[src/rtl/pipeline_buf_decode_if.sv]
// Valid/ready handshake bundle between the fetch stage and the fetch/decode elastic buffer.
// The slave modport is the buffer's view; the master modport is the fetch/decode side.
interface pipeline_buf_decode_if #(
    parameter int PAYLOAD_WIDTH = 227,
    parameter int DEPTH         = 2
);
    localparam int CNT_WIDTH = $clog2(DEPTH + 1);

    logic                     i_flush;
    logic                     i_valid;
    logic                     o_ready;
    logic [PAYLOAD_WIDTH-1:0] i_payload;
    logic                     o_valid;
    logic                     i_ready;
    logic [PAYLOAD_WIDTH-1:0] o_payload;
    logic [CNT_WIDTH-1:0]     o_count;

    modport master (
        output i_flush, i_valid, i_payload, i_ready,
        input  o_ready, o_valid, o_payload, o_count
    );

    modport slave (
        input  i_flush, i_valid, i_payload, i_ready,
        output o_ready, o_valid, o_payload, o_count
    );
endinterface

[src/rtl/pipeline_buf_decode.sv]
// Elastic first-word-fall-through buffer between fetch and decode, with single-cycle flush.
// Define PIPE_BUF_BYPASS_EN to let a push into an empty buffer reach decode in the same cycle.
module pipeline_buf_decode #(
    parameter int PAYLOAD_WIDTH = 227,
    parameter int DEPTH         = 2
) (
    input  logic                  i_clk,
    input  logic                  i_arst,
    pipeline_buf_decode_if.slave  bus
);
    localparam int CNT_WIDTH = $clog2(DEPTH + 1);
    localparam int PTR_WIDTH = $clog2(DEPTH);

    logic [PAYLOAD_WIDTH-1:0] mem_q [DEPTH];
    logic [PTR_WIDTH-1:0]     rd_ptr_q;
    logic [PTR_WIDTH-1:0]     wr_ptr_q;
    logic [CNT_WIDTH-1:0]     count_q;

    logic empty;
    logic full;
    logic bypass;
    logic push;
    logic pop;

    assign empty = (count_q == '0);
    assign full  = (count_q == CNT_WIDTH'(DEPTH));

`ifdef PIPE_BUF_BYPASS_EN
    assign bypass = empty & bus.i_valid & ~bus.i_flush;
`else
    assign bypass = 1'b0;
`endif

    // Ready depends only on registered occupancy, so back-pressure never chains combinationally.
    assign bus.o_ready = ~full;
    assign bus.o_valid = ~empty | bypass;
    assign bus.o_count = count_q;

    always_comb begin
        bus.o_payload = '0;
        if (bypass) begin
            bus.o_payload = bus.i_payload;
        end else if (!empty) begin
            bus.o_payload = mem_q[rd_ptr_q];
        end
    end

    // A bypassed entry consumed directly by decode never touches storage.
    assign push = bus.i_valid & ~full & ~bus.i_flush & ~(bypass & bus.i_ready);
    assign pop  = ~empty & bus.i_ready & ~bus.i_flush;

    always_ff @(posedge i_clk) begin
        if (push) begin
            mem_q[wr_ptr_q] <= bus.i_payload;
        end
    end

    always_ff @(posedge i_clk or posedge i_arst) begin
        if (i_arst) begin
            rd_ptr_q <= '0;
            wr_ptr_q <= '0;
            count_q  <= '0;
        end else if (bus.i_flush) begin
            rd_ptr_q <= '0;
            wr_ptr_q <= '0;
            count_q  <= '0;
        end else begin
            if (push) begin
                wr_ptr_q <= wr_ptr_q + PTR_WIDTH'(1);
            end
            if (pop) begin
                rd_ptr_q <= rd_ptr_q + PTR_WIDTH'(1);
            end
            if (push && !pop) begin
                count_q <= count_q + CNT_WIDTH'(1);
            end else if (pop && !push) begin
                count_q <= count_q - CNT_WIDTH'(1);
            end
        end
    end
endmodule

[src/flat_wrapper.sv]
// flat-port wrapper written by rule: the top's interface ports become plain ports
module pipeline_buf_decode_flat 
#(
    parameter int PAYLOAD_WIDTH = 227,
    parameter int DEPTH         = 2
)
  (i_clk, i_arst, bus_i_flush, bus_i_valid, bus_i_payload, bus_i_ready, bus_o_ready, bus_o_valid, bus_o_payload, bus_o_count);
  pipeline_buf_decode_if #(.PAYLOAD_WIDTH(PAYLOAD_WIDTH), .DEPTH(DEPTH)) bus_i ();
  input  logic i_clk;
  input  logic i_arst;
  input wire logic [$bits(bus_i.i_flush)-1:0] bus_i_flush;
  input wire logic [$bits(bus_i.i_valid)-1:0] bus_i_valid;
  input wire logic [$bits(bus_i.i_payload)-1:0] bus_i_payload;
  input wire logic [$bits(bus_i.i_ready)-1:0] bus_i_ready;
  output wire logic [$bits(bus_i.o_ready)-1:0] bus_o_ready;
  output wire logic [$bits(bus_i.o_valid)-1:0] bus_o_valid;
  output wire logic [$bits(bus_i.o_payload)-1:0] bus_o_payload;
  output wire logic [$bits(bus_i.o_count)-1:0] bus_o_count;
  assign bus_i.i_flush = bus_i_flush;
  assign bus_i.i_valid = bus_i_valid;
  assign bus_i.i_payload = bus_i_payload;
  assign bus_i.i_ready = bus_i_ready;
  assign bus_o_ready = bus_i.o_ready;
  assign bus_o_valid = bus_i.o_valid;
  assign bus_o_payload = bus_i.o_payload;
  assign bus_o_count = bus_i.o_count;
  pipeline_buf_decode #(.PAYLOAD_WIDTH(PAYLOAD_WIDTH), .DEPTH(DEPTH)) u_core (.i_clk(i_clk), .i_arst(i_arst), .bus(bus_i));
endmodule
[config.mk]
export PLATFORM = sky130hd
export DESIGN_NAME = pipeline_buf_decode_flat
export DESIGN_NICKNAME = d
export VERILOG_FILES = /design/src/rtl/pipeline_buf_decode_if.sv /design/src/rtl/pipeline_buf_decode.sv /design/src/flat_wrapper.sv
export SDC_FILE = /design/constraint.sdc
export NUM_CORES = 1
export LEC_CHECK = 0
export CAP_MARGIN = 5
export CORE_ASPECT_RATIO = 1.1
export CORE_MARGIN = 2
export CORE_UTILIZATION = 52
export DETAILED_ROUTE_END_ITERATION = 10
export PLACE_DENSITY_LB_ADDON = 0.05
export SLEW_MARGIN = 20
export SYNTH_ARGS = -nofsm -noshare
export SYNTH_HDL_FRONTEND = slang
export SYNTH_SLANG_ARGS = --single-unit
[constraint.sdc]
create_clock -name i_clk -period 31.7 [get_ports i_clk]
set_clock_uncertainty 0.2 [all_clocks]
set_input_delay 4.755 -clock i_clk [delete_from_list [all_inputs] [get_ports i_clk]]
set_output_delay 4.755 -clock i_clk [all_outputs]
set_load 0.02 [all_outputs]
* Word-level counts from Yosys, hierarchy flattened
Memory sizes are Yosys's and may differ from the RTL's.
Cells that the tools add are included.
** Word-level totals
- Memories kept :: 1
- Register bits :: 4
- Output and inout bits :: 231
- Bits in writable memories :: 454
- Bits of input ports :: 232
- Word-level logic and storage cells :: 34
** Cells by class
- Reduce and logical (&&, ||, !) cells :: 8
- Add/subtract/negate cells :: 4
- Eq/ne operators :: 1
- Bitwise operators :: 7
- Multiplexer cells :: 10
** Memories
- u_core.mem_q :: depth 2, bits a word 227, read ports 1, clocked after Yosys merged registers in 0, write ports 1, RTL line pipeline_buf_decode.sv:14 : logic [PAYLOAD_WIDTH-1:0] mem_q [DEPTH];
** Operators with widths (count)
- 227-bit 2-to-1 mux :: 1
- 1-bit 2-to-1 mux :: 6
- 2-bit 2-to-1 mux :: 3
- 1-bit AND :: 4
- 2-bit nonzero test :: 2
- 1-bit NOT :: 3
- 3-bit nonzero test :: 1
- 1-bit adder, second input constant :: 2
- 2-bit by 1-bit adder with 2-bit output, second input constant :: 1
- 2-bit equality test, second input constant :: 1
- 1-bit logical AND :: 2
- 1-bit zero test :: 2
- 2-bit zero test :: 1
- 2-bit by 1-bit subtractor with 2-bit output, second input constant :: 1

* Logic depth before layout (Yosys ltp)
Gate-level depths: netlist (run 1).
- Word-level depth :: 9
- Gate-level depth with buffers :: 5
- Gate-level depth less buffers :: 4

* Worst setup path after synthesis (run 1)
Ideal clock, no wire load.
- Kind :: input to register
- Start :: input bus_i_flush
- End :: memory u_core.mem_q[1][0] (enable)
- Library setup time :: 1.144 ns
- Data arrival time :: 21.169 ns
- Required time :: 30.356 ns
- Path buffers :: 0
- Setup slack :: 9.188 ns
- Cell stages on the path :: 1
- Cells stage by stage :: nor3b_1
** Between the ends
- Cells in the longest elaborated chain, start to end :: 4
** Ends and longest elaborated chain
- from (decl) :: RTL line flat_wrapper.sv:11 : input wire logic [$bits(bus_i.i_flush)-1:0] bus_i_flush;
- 1-bit NOT :: RTL line pipeline_buf_decode.sv:49 : assign push = bus.i_valid & ~full & ~bus.i_flush & ~(bypass & bus.i_ready);
- 1-bit AND :: RTL line pipeline_buf_decode.sv:49
- 1-bit 2-to-1 mux :: RTL line pipeline_buf_decode.sv:53 : if (push) begin
- 1-bit 2-to-1 mux (implied by the code) :: RTL line pipeline_buf_decode.sv:54 : mem_q[wr_ptr_q] <= bus.i_payload;
- to (decl) :: RTL line pipeline_buf_decode.sv:14
No other way between the ends.

* Worst setup path after layout (run 1)
- Start :: register u_core.rd_ptr_q
- End :: output bus_o_payload[164]
** Between the ends
- Cells in the longest elaborated chain, start to end :: 2
** Ends and longest elaborated chain
- from (decl) :: RTL line pipeline_buf_decode.sv:15 : logic [PTR_WIDTH-1:0] rd_ptr_q;
- from (signal assigned) :: RTL line pipeline_buf_decode.sv:72 : rd_ptr_q <= rd_ptr_q + PTR_WIDTH'(1);
- memory 2 x 227 bit
- 227-bit 2-to-1 mux :: RTL line pipeline_buf_decode.sv:43 : end else if (!empty) begin
- to (decl) :: RTL line flat_wrapper.sv:17 : output wire logic [$bits(bus_i.o_payload)-1:0] bus_o_payload;
No other way between the ends.

==> impl_metrics.py, run 1 <==
metrics = {
    "sta": {
        "setup_viol": 0,
        "clock.fmax_mhz": 113,
        "whs_ns": 0.397,
        "rsz0062_at_grt": "no",
        "fin_crit_ns": 8.82,
        "fin_tns_setup_ns": 0,
        "slew_violations": 0,
        "relSlewSlack": 0.266,
        "hold_viol_final": 0,
        "worst_slew_pin_slew_ns": 1.10,
        "fin_crit_sh": 0.278,
        "layout_setup_ws_ns": 22.88,
    },
    "cells_and_area": {
        "layout_common_cells": "clkdlybuf4s50_1, edfxtp_1, nor2_1, mux2i_1, clkbuf_16",
        "syn2layout_area_growth_pct": 35.9,
        "drive_above_1_share": 0.0490,
        "nFillCells": 2176,
        "fin_util": 0.715,
        "area.sequential_mm2": 0.0137,
        "multi_input_area_mm2": 0.00326,
        "nets": 1689,
        "final_common_cell": "clkdlybuf4s50_1",
        "finish.instance_area_mm2": 0.0237,
        "fin_cells": 1928,
    },
    "placement": {
        "port_buffers": 462,
        "dp.cells": 1841,
        "postPlaceCellArea_mm2": 0.0223,
        "dp_slack_ns": 22.86,
        "dp_hpwl_mm": 26.1,
        "routabilityCongestion": 0.770,
    },
    "flow_run": {
        "drv_cap": 0,
    },
    "synthesis": {
        "seq_area_frac_synth": 0.789,
        "synthCells": 987,
        "syn_area_per_cell_um2": 17.6,
        "synthesis.area_mm2": 0.0174,
        "ys_ff_latch": 458,
        "yosys.cell_types.count": 21,
        "synthesis.nets": 1219,
        "yosysWarnings": 0,
    },
    "floorplanning": {
        "die_w_um": 178,
        "die_h_um": 196,
        "core_area_mm2": 0.0331,
        "num_rows": 70,
        "ioPinCount": 463,
        "initial_utilization": 0.526,
        "dieArea_mm2": 0.0350,
    },
    "grt": {
        "grt_pass1_vias": 9972,
        "track_usage": 0.222,
        "grt_max_degree": 165,
        "grt_pass1_wl_mm": 57.8,
        "antenna_found_initial": 12,
        "grt.overflow.total": 0,
    },
    "power": {
        "power_density_mw_per_mm2": 57.9,
        "power.total_mw": 1.37,
        "p_leak_nw": 7.74,
        "peakVddDrop_mv": 0.0463,
    },
    "clock_network": {
        "htreeDepth": 2,
        "holdBufCountCts": 0,
        "cts_sinks": 458,
        "clkTransAtPathRegs_ns": 0.05,
        "insertion_delay_ns": 0.54,
        "cts_root_buffer": "clkbuf_16",
        "ctsResizeCount": 0,
        "cts-buffers-inserted": 44,
        "cts_setup_buffers": 0,
        "tritoncts": "yes",
        "clock_path_buffers": 3,
    },
    "detailed_routing": {
        "drt_pass1_iterations": 5,
        "drt-wirelength-per-cell_um": 20.6,
        "ant_nets": 0,
        "vias": 9786,
        "viasPerCell": 5.08,
        "drtIter0Drc": 570,
        "routed_wl_mm": 39.7,
        "drc": 0,
    },
    "worst_setup_path": {
        "crit_required_ns": 26.75,
        "reg2reg_from": "u_core.bus.o_count[1]",
        "critPathMaxFanout": 55,
        "start_kind": "flip-flop",
        "crit_arrival_ns": 3.87,
        "startpoint": "u_core.rd_ptr_q",
        "end_kind": "primary output",
        "crit_type": "flip-flop to primary output",
    },
    "min_path": {
        "hold_class": "flip-flop to flip-flop",
        "min_from": "u_core.wr_ptr_q",
    },
    "status": {
        "outcome": "completed",
    },
}
final cells by class:
type | count | share of cell area
sequential | 458 | 0.580
timing repair buffer | 475 | 0.202
multi-input combinational | 474 | 0.138
clock buffer | 57 | 0.0495
tap | 432 | 0.0228
clock inverter | 21 | 0.00603
antenna | 7 | 0.000740
inverter | 4 | 0.000634
cells by family after synthesis:
logic type,count (synthesis),share of synthesized area
and+or+nand+nor,237,0.0522
DFF,458,0.789
muxes,228,0.131
xor gates and xnor gates,1,0.000503
buffers and inverters,55,0.0249
AOI/OAI and AO/OA,8,0.00259
synth_stat cells (all sizes together):
| library cell | n | share of area |
|---|---|---|
| buf | 51 | 0.024 |
| a21oi | 4 | 0.0011 |
| xor2 | 1 | 0.00050 |
| a21o | 1 | 0.00043 |
| nor2 | 229 | 0.049 |
| nor3 | 1 | 0.00029 |
| nor2b | 1 | 0.00036 |
| nand2 | 1 | 0.00022 |
| edfxtp | 454 | 0.78 |
| inv | 4 | 0.00086 |
| nor3b | 2 | 0.00086 |
| mux2i | 228 | 0.13 |
| nand3b | 1 | 0.00043 |
| or2 | 1 | 0.00036 |
| dfrtp | 4 | 0.0057 |
| o211ai | 1 | 0.00043 |
| or3 | 1 | 0.00036 |
| o21ai | 2 | 0.00057 |
report_power, final:
group	internal (mW)	leakage (nW)	total [mW]	switching [mW]
Sequential	0.691	4.22	0.697	0.00638
Combinational	0.0906	2.88	0.190	0.0991
Clock	0.275	0.639	0.483	0.208
worst paths after layout:
| path | to | slack, ns | depth (start not counted) |
|---|---|---|---|
| max reg2reg | u_core.mem_q[1][2] | 28.54 | 6 |
| min | u_core.wr_ptr_q | 0.40 | 2 |
| max | bus_o_payload[164] | 22.88 | 5 |
| max in group asynchronous | u_core.rd_ptr_q | 26.89 | 2 |
| min in group asynchronous | u_core.bus.o_count[0] | 4.22 | 2 |
| min reg2reg | u_core.wr_ptr_q | 0.40 | 2 |
worst max-delay path, stage by stage, from the launching register on:
cell and delay [ns]:
dfrtp_4 0.68, buf_4 0.72, buf_4 0.84, mux2i_1 0.21, nor2_1 0.16, clkdlybuf4s50_1 0.63
flip-flops by register name (all words and copies together), names as in the netlist:
name,cells
u_core.mem_q,454
u_core.bus.o_count,2
u_core.rd_ptr_q,1
u_core.wr_ptr_q,1
routing by layer:
metal / GRT usage / vias up / share of wire
met4: 0.0882 / 8 / 0.030
li1: - / 4637 / -
met3: 0.0917 / 72 / 0.11
met2: 0.369 / 364 / 0.50
met5: 0 / - / 0.0014
met1: 0.256 / 4705 / 0.36
Note: power is estimated with default switching activity, not from simulation.
==> run 2: changes to the inputs <==
CORE_UTILIZATION = 49   (was 52)
clock period = 8.4 ns   (was 31.7 ns; I/O delays follow)
==> run 2 against run 1 <==
Register-to-register slack lost 23 ns. Global-route usage shrank 0.52 points. Die area increased by 6.0%. Critical path depth is 1 lower. Clock-buffer cell count increased by 6. First-iteration DRC count decreased by 3.2%.
==> impl_metrics.py, run 2 (synthesis results as in run 1) <==
metrics = {
    "grt": {
        "grt_max_degree": 138,
        "grt.overflow.total": 0,
        "grt_pass1_wl_mm": 59.9,
        "track_usage": 0.217,
        "antenna_found_initial": 14,
        "grt_pass1_vias": 10288,
    },
    "power": {
        "pwr-share-comb": 0.133,
        "p_leak_nw": 7.80,
        "netSwitchingPower_mw": 1.21,
        "power_density_mw_per_mm2": 224,
        "clkPwrFrac": 0.372,
        "power_frac_seq": 0.494,
        "peakVddDrop_mv": 0.187,
        "swShare": 0.227,
        "p_int_mw": 4.13,
    },
    "status": {
        "outcome": "completed",
    },
    "detailed_routing": {
        "drt-wirelength-per-cell_um": 21.1,
        "viasPerCell": 5.12,
        "routed_wl_mm": 41.1,
        "vias": 9970,
        "drc": 0,
        "ant_nets": 0,
        "drt_pass1_iterations": 5,
        "drtIter0Drc": 552,
    },
    "flow_run": {
        "drv_cap": 0,
    },
    "cells_and_area": {
        "layout_common_cells": "clkdlybuf4s50_1, edfxtp_1, nor2_1, mux2i_1, clkbuf_16",
        "area.sequential_mm2": 0.0137,
        "multi_input_area_mm2": 0.00328,
        "final_common_cell": "clkdlybuf4s50_1",
        "syn2layout_area_growth_pct": 36.7,
        "nFillCells": 2477,
        "nets": 1692,
        "drive_above_1_share": 0.0515,
        "largest-register": "u_core.mem_q",
        "fin_cells": 1946,
        "largest_reg_flops": 454,
    },
    "worst_setup_path": {
        "crit_arrival_ns": 3.57,
        "crit_chain": "buf_12 -> mux2i_1 -> nor2_1 -> clkdlybuf4s50_1",
        "crit_required_ns": 6.94,
        "worstPathBufferInverterCount": 2,
        "crit_family": "buffers and inverters",
        "critPathMaxFanout": 137,
        "max_stage_delay_ns": 0.98,
        "start_kind": "flip-flop",
        "end_kind": "primary output",
        "cp_slowest_cell": "dfrtp_4",
        "crit_type": "flip-flop to primary output",
    },
    "floorplanning": {
        "initial_utilization": 0.496,
        "dieArea_mm2": 0.0371,
        "num_rows": 72,
        "core_area_mm2": 0.0351,
        "ioPinCount": 463,
        "die_h_um": 202,
        "die_w_um": 184,
    },
    "sta": {
        "worst_slew_pin_slew_ns": 1.15,
        "fin_crit_sh": 0.599,
        "fin_tns_setup_ns": 0,
        "fin_crit_ns": 5.03,
        "rsz0062_at_grt": "no",
        "clock.fmax_mhz": 199,
        "hold_viol_final": 0,
        "setup_viol": 0,
        "slew_violations": 0,
        "relSlewSlack": 0.233,
    },
    "clock_network": {
        "cts_root_buffer": "clkbuf_16",
        "htreeDepth": 2,
        "clkTransAtPathRegs_ns": 0.06,
        "holdBufCountCts": 0,
        "cts-buffers-inserted": 46,
        "clock_path_buffers": 3,
        "ctsResizeCount": 0,
        "tritoncts": "yes",
        "cts_sinks": 458,
        "cts_setup_buffers": 0,
        "insertion_delay_ns": 0.54,
    },
    "placement": {
        "routabilityCongestion": 0.749,
        "port_buffers": 462,
        "dp.cells": 1856,
        "dp_hpwl_mm": 26.8,
    },
    "min_path": {
        "hold_class": "flip-flop to flip-flop",
    },
}
## run 2: tightest hold or removal path, cell delays in order (launching register included)
cell	delay (ns)
dfrtp_1	0.42
o21ai_0	0.09
a21oi_1	0.06
## run 2: worst paths after layout
kind / from / end / slack [ns] / cells after the start
setup / recovery: u_core.rd_ptr_q / bus_o_payload[55] / 3.37 / 4
hold / removal: u_core.wr_ptr_q / u_core.wr_ptr_q / 0.42 / 2
min in group asynchronous: i_arst / u_core.bus.o_count[1] / 0.70 / 2
hold reg to reg: u_core.wr_ptr_q / u_core.wr_ptr_q / 0.42 / 2
setup reg to reg: u_core.bus.o_count[1] / u_core.mem_q[1][202] / 5.20 / 6
max in group asynchronous: i_arst / u_core.rd_ptr_q / 7.13 / 2
## run 2: per-layer routing
metal / vias up / routed length, um / global-route usage
li1: 4651 / - / -
met1: 4835 / 15200 / 0.248
met2: 392 / 20300 / 0.361
met3: 80 / 4340 / 0.0925
met4: 12 / 1170 / 0.0831
met5: - / 85 / 0
## run 2: power groups by stage
stage	Clock [mW]	Combinational (mW)	Sequential (mW)
after global placement	0	0.715	2.68
final	1.99	0.713	2.64
after CTS	2.03	0.722	2.64
after detailed placement	0	0.719	2.69
after floorplan	0	0.373	2.69
after global routing	2.12	0.757	2.64
## run 2: layout make-up
type                    count  area share
repair buffers            476       0.199
clock buffers              63      0.0537
diodes                      8    0.000841
flip-flops and latches    458       0.577
well taps                 444      0.0233
clock inverters            19     0.00762
multi-input cells         474       0.138
inverters                   4    0.000631
## run 2: per-stage QoR
step	utilization	instance area [um^2]	total power, mW	setup slack [ns]	hold slack (ns)
after CTS	0.677	23800	5.39	3.34	0.423
after floorplan	-	17400	3.07	-2.53	0.342
final	0.678	23800	5.34	3.37	0.420
after global placement	0.635	22300	3.40	3.96	0.392
after detailed placement	0.635	22300	3.40	3.96	0.415
after global routing	0.677	23800	5.52	3.20	0.469
==> run 3: changes to the inputs <==
CORE_UTILIZATION = 44   (was 49)
clock period = 4.6 ns   (was 8.4 ns; I/O delays follow)
==> run 3 against run 2 <==
Power up 81%. Critical endpoint is now bus_o_payload[65]. Combinational power increased by 85%. Cell count increased by 3.3%. Critical path depth unchanged. Routed wire length up 0.59%. First-iteration DRC count shrank 4.2%. Clock power up 78%. Non-clock buffer count rose by 3. Highest routed layer unchanged. Die area is 11% higher. Worst hold slack worse by 0.30 ns. Sequential share of layout area decreased by 0.37 points. Clock-buffer cell count is 9 lower.
==> impl_metrics.py, run 3 (synthesis results as in run 1) <==
metrics = {
    "placement": {
        "routabilityCongestion": 0.750,
        "port_buffers": 462,
        "dp.cells": 1922,
        "dp_slack_ns": 1.34,
        "dp_hpwl_mm": 27.0,
    },
    "power": {
        "swShare": 0.233,
        "power_density_mw_per_mm2": 404,
        "power.total_mw": 9.67,
        "clkPwrFrac": 0.366,
        "p_leak_nw": 7.83,
        "power_frac_seq": 0.497,
        "netSwitchingPower_mw": 2.25,
        "pwr-share-comb": 0.136,
        "p_int_mw": 7.42,
        "peakVddDrop_mv": 0.293,
    },
    "worst_setup_path": {
        "crit_required_ns": 3.71,
        "end_kind": "primary output",
        "crit_arrival_ns": 2.88,
        "critPathMaxFanout": 31,
        "crit_type": "flip-flop to primary output",
        "start_kind": "flip-flop",
        "ff2ff_path_depth": 5,
    },
    "grt": {
        "grt_pass1_wl_mm": 60.6,
        "antenna_found_initial": 13,
        "grt_max_degree": 126,
        "grt_pass1_vias": 10195,
        "grt.overflow.total": 0,
        "track_usage": 0.196,
    },
    "cells_and_area": {
        "fin_cells": 2011,
        "largest_reg_flops": 454,
        "syn2layout_area_growth_pct": 37.6,
        "largest-register": "u_core.mem_q",
        "drive_above_1_share": 0.0587,
        "fin_util": 0.613,
        "nets": 1696,
        "layout_common_cells": "clkdlybuf4s50_1, edfxtp_1, nor2_1, mux2i_1, clkbuf_16",
        "final_common_cell": "clkdlybuf4s50_1",
    },
    "detailed_routing": {
        "routed_wl_mm": 41.3,
        "ant_nets": 0,
        "drtIter0Drc": 529,
        "drc": 0,
        "vias": 9836,
        "viasPerCell": 4.89,
        "drt-wirelength-per-cell_um": 20.5,
        "drt_pass1_iterations": 5,
    },
    "clock_network": {
        "clkTransAtPathRegs_ns": 0.06,
        "cts_setup_buffers": 0,
        "clock_path_buffers": 3,
        "htreeDepth": 2,
        "insertion_delay_ns": 0.56,
        "tritoncts": "yes",
        "ctsResizeCount": 0,
        "cts-buffers-inserted": 47,
        "cts_root_buffer": "clkbuf_16",
        "holdBufCountCts": 0,
        "cts_sinks": 458,
    },
    "sta": {
        "relSlewSlack": 0.406,
        "worst_slew_pin_slew_ns": 0.891,
        "clock.fmax_mhz": 265,
        "rsz0062_at_grt": "no",
        "layout_setup_ws_ns": 0.832,
        "fin_crit_sh": 0.819,
        "setup_viol": 0,
        "slew_violations": 0,
        "whs_ns": 0.123,
        "fin_crit_ns": 3.77,
        "hold_viol_final": 0,
    },
    "floorplanning": {
        "die_w_um": 194,
        "num_rows": 76,
        "dieArea_mm2": 0.0412,
        "ioPinCount": 463,
        "initial_utilization": 0.446,
        "die_h_um": 213,
        "core_area_mm2": 0.0391,
    },
    "flow_run": {
        "drv_cap": 0,
    },
    "min_path": {
        "hold_class": "primary input to asynchronous set/reset pin",
    },
    "status": {
        "outcome": "completed",
    },
}
-- run 3: final timing paths --
check                                       from             endpoint  slack [ns]
hold / removal                            i_arst      u_core.wr_ptr_q        0.12
setup reg to reg           u_core.bus.o_count[1]  u_core.mem_q[1][58]        2.24
max in group asynchronous                 i_arst      u_core.rd_ptr_q        3.89
setup / recovery                 u_core.rd_ptr_q    bus_o_payload[65]        0.83
hold reg to reg                  u_core.wr_ptr_q      u_core.wr_ptr_q        0.43
min in group i_clk               u_core.wr_ptr_q      u_core.wr_ptr_q        0.43
-- run 3: power groups by stage --
stage | clock network (mW) | logic (mW) | registers [mW]
after floorplan | 0 | 0.683 | 4.90
after global placement | 0 | 1.32 | 4.89
after detailed placement | 0 | 1.34 | 4.90
after CTS | 3.65 | 1.34 | 4.81
after global routing | 3.80 | 1.41 | 4.82
final | 3.55 | 1.32 | 4.81
-- run 3: final cells by class --
type                    count  area (um^2)
inverters                   4         17.5
clock buffers              54         1200
repair buffers            479         4850
clock inverters            30          215
multi-input cells         474         3290
fillers                  3018        15100
flip-flops and latches    458        13700
well taps                 507          634
diodes                      5         12.5
-- run 3: stage by stage --
step                TNS (ns)  area [um^2]
floorplan           -1080.68        17500
global placement           0        22500
detailed placement         0        22500
CTS                        0        24000
global route               0        24000
finish                     0        24000
-- run 3: critical path: stages, from the launching register on --
cell	delay [ns]
dfrtp_4	0.80
buf_4	0.51
mux2i_1	0.15
nor2_1	0.21
clkdlybuf4s50_1	0.65
-- run 3: metal layers --
metal / track usage / routed length [um] / up-vias
met2: 0.319 / 20200 / 355
met1: 0.233 / 15700 / 4738
li1: - / - / 4644
met4: 0.0819 / 1240 / 14
met5: 0 / 87 / -
met3: 0.0777 / 4100 / 85
